<file path="config.mk">
export PLATFORM = sky130hd
export DESIGN_NAME = pattern_gen
export DESIGN_NICKNAME = d
export VERILOG_FILES = /design/src/rtl/pattern_gen.sv
export SDC_FILE = /design/constraint.sdc
export NUM_CORES = 1
export LEC_CHECK = 0
export ABC_CLOCK_PERIOD_IN_PS = 7500
export CAP_MARGIN = 10
export CORE_ASPECT_RATIO = 1.2
export CORE_MARGIN = 1
export CORE_UTILIZATION = 48
export CTS_CLUSTER_DIAMETER = 60
export DETAILED_ROUTE_END_ITERATION = 6
export DONT_BUFFER_PORTS = 1
export GPL_TIMING_DRIVEN = 0
export SLEW_MARGIN = 25
export SYNTH_ARGS = -nofsm -noshare
export SYNTH_HDL_FRONTEND = slang
export SYNTH_SLANG_ARGS = --single-unit
export TNS_END_PERCENT = 5
</file>
<file path="constraint.sdc">
create_clock -name clk_in -period 7.5 [get_ports clk_in]
set_input_delay 1.5 -clock clk_in [delete_from_list [all_inputs] [get_ports clk_in]]
set_output_delay 1.5 -clock clk_in [all_outputs]
set_load 0.1 [all_outputs]
</file>
<file path="src/rtl/pattern_gen.sv">
// pattern_gen: test-pattern pixel source sitting beside the HDMI timing generator.
// Pixels are combinational from x/y/de; mode and box state only move on frame ticks.
module pattern_gen #(
    parameter int         ACTIVE_WIDTH  = 800,
    parameter int         ACTIVE_HEIGHT = 600,
    parameter int         BOX_SIZE      = 32,
    parameter int         BOX_STEP      = 2,
    parameter logic [2:0] BOX_COLOUR    = 3'b110,
    parameter logic       VS_POL        = 1'b1
) (
    input  logic        clk_in,
    input  logic        rst_n,
    input  logic [9:0]  x,
    input  logic [9:0]  y,
    input  logic        de,
    input  logic        vs,
    output logic [2:0]  pixel_data,
    input  logic        mode_valid,
    input  logic [1:0]  mode_data,
    output logic        mode_ready,
    output logic [15:0] frame_count
);

    localparam int BAR_W = ACTIVE_WIDTH / 8;

    typedef enum logic [1:0] {
        MODE_BLACK = 2'd0,
        MODE_BARS  = 2'd1,
        MODE_CHECK = 2'd2,
        MODE_BOX   = 2'd3
    } mode_t;

    typedef enum logic {
        HS_IDLE    = 1'b0,
        HS_PENDING = 1'b1
    } hs_state_t;

    // dir = 1 means the box is moving towards larger coordinates.
    typedef struct packed {
        logic       dir;
        logic [9:0] pos;
    } axis_t;

    function automatic logic [2:0] bar_index(input logic [9:0] xv);
        logic [2:0] idx;
        idx = 3'd0;
        for (int i = 1; i < 8; i++) begin
            if (int'(xv) >= i * BAR_W) begin
                idx = 3'(i);
            end
        end
        return idx;
    endfunction

    // Bound checks run at 11 bits so pos+STEP+SIZE never wraps.
    function automatic axis_t step_axis(input axis_t cur, input int limit);
        axis_t nxt;
        nxt = cur;
        if (cur.dir) begin
            if (({1'b0, cur.pos} + 11'(BOX_STEP) + 11'(BOX_SIZE)) > 11'(limit)) begin
                nxt.pos = 10'(limit - BOX_SIZE);
                nxt.dir = 1'b0;
            end else begin
                nxt.pos = cur.pos + 10'(BOX_STEP);
            end
        end else begin
            if ({1'b0, cur.pos} < 11'(BOX_STEP)) begin
                nxt.pos = 10'd0;
                nxt.dir = 1'b1;
            end else begin
                nxt.pos = cur.pos - 10'(BOX_STEP);
            end
        end
        return nxt;
    endfunction

    function automatic logic in_span(input logic [9:0] p, input logic [9:0] lo);
        return ({1'b0, p} >= {1'b0, lo}) && ({1'b0, p} < ({1'b0, lo} + 11'(BOX_SIZE)));
    endfunction

    logic        vs_q, vs_d;
    mode_t       mode_q, mode_d;
    hs_state_t   hs_state_q, hs_state_d;
    logic [1:0]  pend_mode_q, pend_mode_d;
    axis_t       box_x_q, box_x_d;
    axis_t       box_y_q, box_y_d;
    logic [15:0] frame_count_q, frame_count_d;

    logic        tick;
    logic        accept;
    logic [2:0]  bar_colour;
    logic        box_hit;

    assign tick        = (vs == VS_POL) && (vs_q != VS_POL);
    assign mode_ready  = (hs_state_q == HS_IDLE);
    assign accept      = mode_valid && mode_ready;
    assign frame_count = frame_count_q;

    always_ff @(posedge clk_in or negedge rst_n) begin
        if (!rst_n) begin
            vs_q          <= ~VS_POL;
            mode_q        <= MODE_BARS;
            hs_state_q    <= HS_IDLE;
            pend_mode_q   <= 2'd0;
            box_x_q       <= '{dir: 1'b1, pos: 10'd0};
            box_y_q       <= '{dir: 1'b1, pos: 10'd0};
            frame_count_q <= 16'd0;
        end else begin
            vs_q          <= vs_d;
            mode_q        <= mode_d;
            hs_state_q    <= hs_state_d;
            pend_mode_q   <= pend_mode_d;
            box_x_q       <= box_x_d;
            box_y_q       <= box_y_d;
            frame_count_q <= frame_count_d;
        end
    end

    // A request accepted on a tick cycle is only pending from the next cycle,
    // so it waits for the following tick rather than the current one.
    always_comb begin
        hs_state_d  = hs_state_q;
        pend_mode_d = pend_mode_q;
        mode_d      = mode_q;
        unique case (hs_state_q)
            HS_IDLE: begin
                if (accept) begin
                    pend_mode_d = mode_data;
                    hs_state_d  = HS_PENDING;
                end
            end
            HS_PENDING: begin
                if (tick) begin
                    mode_d     = mode_t'(pend_mode_q);
                    hs_state_d = HS_IDLE;
                end
            end
            default: hs_state_d = HS_IDLE;
        endcase
    end

    always_comb begin
        vs_d          = vs;
        box_x_d       = box_x_q;
        box_y_d       = box_y_q;
        frame_count_d = frame_count_q;
        if (tick) begin
            box_x_d       = step_axis(box_x_q, ACTIVE_WIDTH);
            box_y_d       = step_axis(box_y_q, ACTIVE_HEIGHT);
            frame_count_d = frame_count_q + 16'd1;
        end
    end

    always_comb begin
        bar_colour = bar_index(x);
        box_hit    = in_span(x, box_x_q.pos) && in_span(y, box_y_q.pos);
        pixel_data = 3'b000;
        if (de) begin
            unique case (mode_q)
                MODE_BLACK: pixel_data = 3'b000;
                MODE_BARS:  pixel_data = bar_colour;
                MODE_CHECK: pixel_data = (x[5] ^ y[5]) ? 3'b111 : 3'b000;
                MODE_BOX:   pixel_data = box_hit ? BOX_COLOUR : bar_colour;
                default:    pixel_data = 3'b000;
            endcase
        end
    end

endmodule

</file>
==> results of run 1 <==
[flip-flops by register name, indices dropped and copies added (netlist names)]
| name | cells |
|---|---|
| hs_state_q | 1 |
| frame_count | 16 |
| mode_q | 2 |
| box_y_q | 10 |
| box_x_q | 10 |
| vs_q | 1 |
| pend_mode_q | 2 |
[cell families after synthesis]
| logic type | share of synthesized area |
|---|---|
| AND/OR/NAND/NOR | 0.197 |
| AO/OA/AOI/OAI | 0.235 |
| buffers and inverters | 0.0585 |
| adder cells (fa/ha/maj) | 0.140 |
| flip-flops | 0.282 |
| XOR/XNOR | 0.0655 |
| multiplexers | 0.0231 |
[area by class of cell]
type / count / area (um2) / area share
well taps: 90 / 113 / 0.0283
inverters: 25 / 93.8 / 0.0236
flip-flops and latches: 42 / 1050 / 0.265
clock inverters: 3 / 25.0 / 0.00629
clock buffers: 5 / 68.8 / 0.0173
multi-input cells: 356 / 2500 / 0.628
plain buffers: 26 / 125 / 0.0314
[cell usage in the layout, fill, tap and decap left out, types with 3 or more instances in the layout]
cell       Yosys  layout
nor3_1        20      20
nor2_1        27      27
nand2_1       37      37
clkbuf_8       0       5
a2bb2oi_1      5       5
inv_1         22      22
a21o_1         5       5
o21ai_0       23      23
nand4_1        9       9
o211ai_1       9       9
o21a_1         5       5
a31oi_1       10       8
clkbuf_1      13      13
nor3_2         3       3
a41oi_1        4       4
xnor2_1       23      23
a221oi_1       3       3
and3_1         3       3
mux2i_1        3       3
a22oi_1        3       3
dfstp_2        3       3
nor4_1         4       4
a21oi_1       31      31
ha_1          41      41
o31ai_1        3       3
buf_2          9       9
nand3_1       27      27
xor2_1         5       5
inv_2          3       3
o21ai_1        3       3
nor2b_1        5       5
mux2_2         5       5
dfrtp_1       39      39
or3_1          3       3
[metal layers]
layer	up-vias	global-route usage	share of wire
met5	-	0	0
met4	0	0.0796	0.021
met3	17	0.0315	0.045
met2	99	0.429	0.50
met1	1625	0.309	0.43
li1	1677	-	-
[power by group through the flow]
stage / logic (uW) / clock network, uW / registers (uW)
finish: 884 / 162 / 483
global route: 988 / 172 / 493
CTS: 877 / 167 / 483
detailed placement: 873 / 0 / 487
global placement: 852 / 0 / 486
floorplan: 695 / 0 / 462
[metrics by stage]
stage          total power, uW  hold WS [ns]   util  cells  setup WS (ns)
6_report                  1530         0.516  0.538    547           2.25
5_1_grt                   1650         0.547  0.538    547           2.15
4_1_cts                   1530         0.518  0.538    547           2.26
3_5_place_dp              1360         0.496  0.525    539           2.25
3_3_place_gp              1340         0.496  0.521    539           1.31
2_1_floorplan             1160         0.477      -    449           1.63
[path summary, 6_finish.rpt]
| kind | endpoint | slack, ns | cells after the start |
|---|---|---|---|
| worst max-delay path | pixel_data[1] | 2.25 | 8 |
| worst min-delay path | mode_q[1] | 0.52 | 1 |
| worst max register to register | box_x_q[8] | 4.90 | 10 |
| worst min register to register | mode_q[1] | 0.52 | 1 |
| max in group asynchronous | box_x_q[10] | 6.43 | 0 |
| min in group asynchronous | box_y_q[3] | 0.87 | 0 |
==> impl_metrics.env, run 1 <==
export IMPL_slew_violations=0
export IMPL_layout_min_cycle_time_ns=5.25
export IMPL_die_w_um=82.6
export IMPL_min_path_type="reg -> reg"
export IMPL_p_comb_frac=0.578
export IMPL_pwr_share_clk=0.106
export IMPL_path_delay_family="compound AO/OA/AOI/OAI gates"
export IMPL_n_antenna_cell=0
export IMPL_cts_hold_buf=0
export IMPL_post_cts_setup_buffer_count=0
export IMPL_fillerInstances=755
export IMPL_synth_seq_area_share=0.282
export IMPL_syn_cell_area_um2=3740
export IMPL_setup_viol=0
export IMPL_clkSinkCount=42
export IMPL_post_synth_top_area_fraction=0.261
export IMPL_start_util=0.506
export IMPL_swShare=0.542
export IMPL_grt_pass1_wl_mm=15.7
export IMPL_dr_pass1_iters=5
export IMPL_crit_type="in -> out"
export IMPL_detailed_place_hpwl_mm=7.20
export IMPL_grt_overflow_total=0
export IMPL_wl_per_cell_um=17.4
export IMPL_cp_start_kind="input port"
export IMPL_via_per_inst=6.25
export IMPL_design_area_um2=3980
export IMPL_max_freq_mhz=190
export IMPL_placed_cell_area_um2=3890
export IMPL_r2r_start="box_x_q[5]"
export IMPL_antenna_found_initial=0
export IMPL_yosysWarnings=0
export IMPL_root_buffer="clkbuf_8"
export IMPL_powerDensity_nw_per_um2=384
export IMPL_synth_area_top_cells="dfrtp_1 26%, ha_1 14%, xnor2_1 5.4%, a21oi_1 4.1%, nand2_1 3.7%"
export IMPL_tightest_slew_ns=1.03
export IMPL_die_h_um=98.8
export IMPL_clkTransAtPathRegs_ns=0.10
export IMPL_vias=3418
export IMPL_fin_setup_tns_ns=0
export IMPL_seqPwrFrac=0.316
export IMPL_slowest_stage="a31oi_4"
export IMPL_finalHoldViolations=0
export IMPL_drtIter0Drc=191
export IMPL_p_int_uw=701
export IMPL_routabilityCongestion=0.894
export IMPL_relSlewSlack=0.311
export IMPL_postSynthCellCount=449
export IMPL_core_um2=7400
export IMPL_grt_total_usage=0.247
export IMPL_cap_violations=0
export IMPL_finClkSkew_ns=0.0109
export IMPL_cp_arrival_ns=3.75
export IMPL_rows=34
export IMPL_synthTopCellsByCount="41 x ha_1, 39 x dfrtp_1, 37 x nand2_1, 31 x a21oi_1"
export IMPL_hold_path_startpoint="pend_mode_q[1]"
export IMPL_areaGrowthSynthToFinish_pct=6.31
export IMPL_synth_nets=517
export IMPL_ant_nets=0
export IMPL_cp_max_fo=3
export IMPL_port_buffers=0
export IMPL_worst_path_buf_inv=0
export IMPL_status="finished, final reports clean"
export IMPL_drive_gt1_frac=0.0941
export IMPL_finalCritPeriodShare=0.700
export IMPL_endpoint_kind="output pin"
export IMPL_drc=0
export IMPL_cp_startpoint="y[1]"
export IMPL_async_reset_ff_frac=1.00
export IMPL_die_area_um2=8160
export IMPL_cts_tree="built"
export IMPL_rsz0062_at_grt="false"
export IMPL_vdd_drop_max_v=0.000226
export IMPL_grt_max_degree=43
export IMPL_grt_pass1_vias=3330
export IMPL_cts_resized_gates=0
export IMPL_synth_most_common_cell="ha_1"
export IMPL_cts_buffers=5
export IMPL_layout_nets=524
export IMPL_ios=47
export IMPL_crit_path_max_incr_delay_ns=0.71
export IMPL_synth_edf_count=0
export IMPL_wl_mm=9.52
export IMPL_clock_latency_ns=0.31
export IMPL_leakage_uw=0.00166
export IMPL_cp_required_ns=6.00
export IMPL_yosysTopAreaCell="dfrtp_1"
export IMPL_syn_avg_cell_area_um2=8.34
export IMPL_yosysUniqueCellTypes=67
export IMPL_synth_ff_type="dfrtp_1"
export IMPL_cp_cell_sequence="ha_1, o21a_1, nor2_1, nor3_1, o311ai_0, o311a_1, nand3_1, a31oi_4"
export IMPL_cts_path_max_buffers=2
export IMPL_synth_seq_cells=42
export IMPL_power_switching_uw=829
export IMPL_h_tree_depth=2
Power figures use the tool's default switching activity.
==> inputs of run 2 (changes only) <==
Settings changed: ABC_CLOCK_PERIOD_IN_PS 7500 to 5270.
Clock period 7.5 ns to 5.27 ns, I/O delays scaled along.
==> results of run 2 <==
Same layout as run 1 (identical final DEF). Status: finished, final reports clean.
Among the figures that moved: setup slack after placement 2.25 ns -> 0.911 ns; setup slack after layout 2.25 ns -> 0.737 ns; hold slack 0.516 ns -> 0.423 ns; start point of the critical path y[1] -> box_x_q[6]; register-to-register setup slack 4.90 ns -> 2.67 ns; total power 1530 uW -> 2180 uW; worst IR drop on VDD 0.000226 V -> 0.000321 V
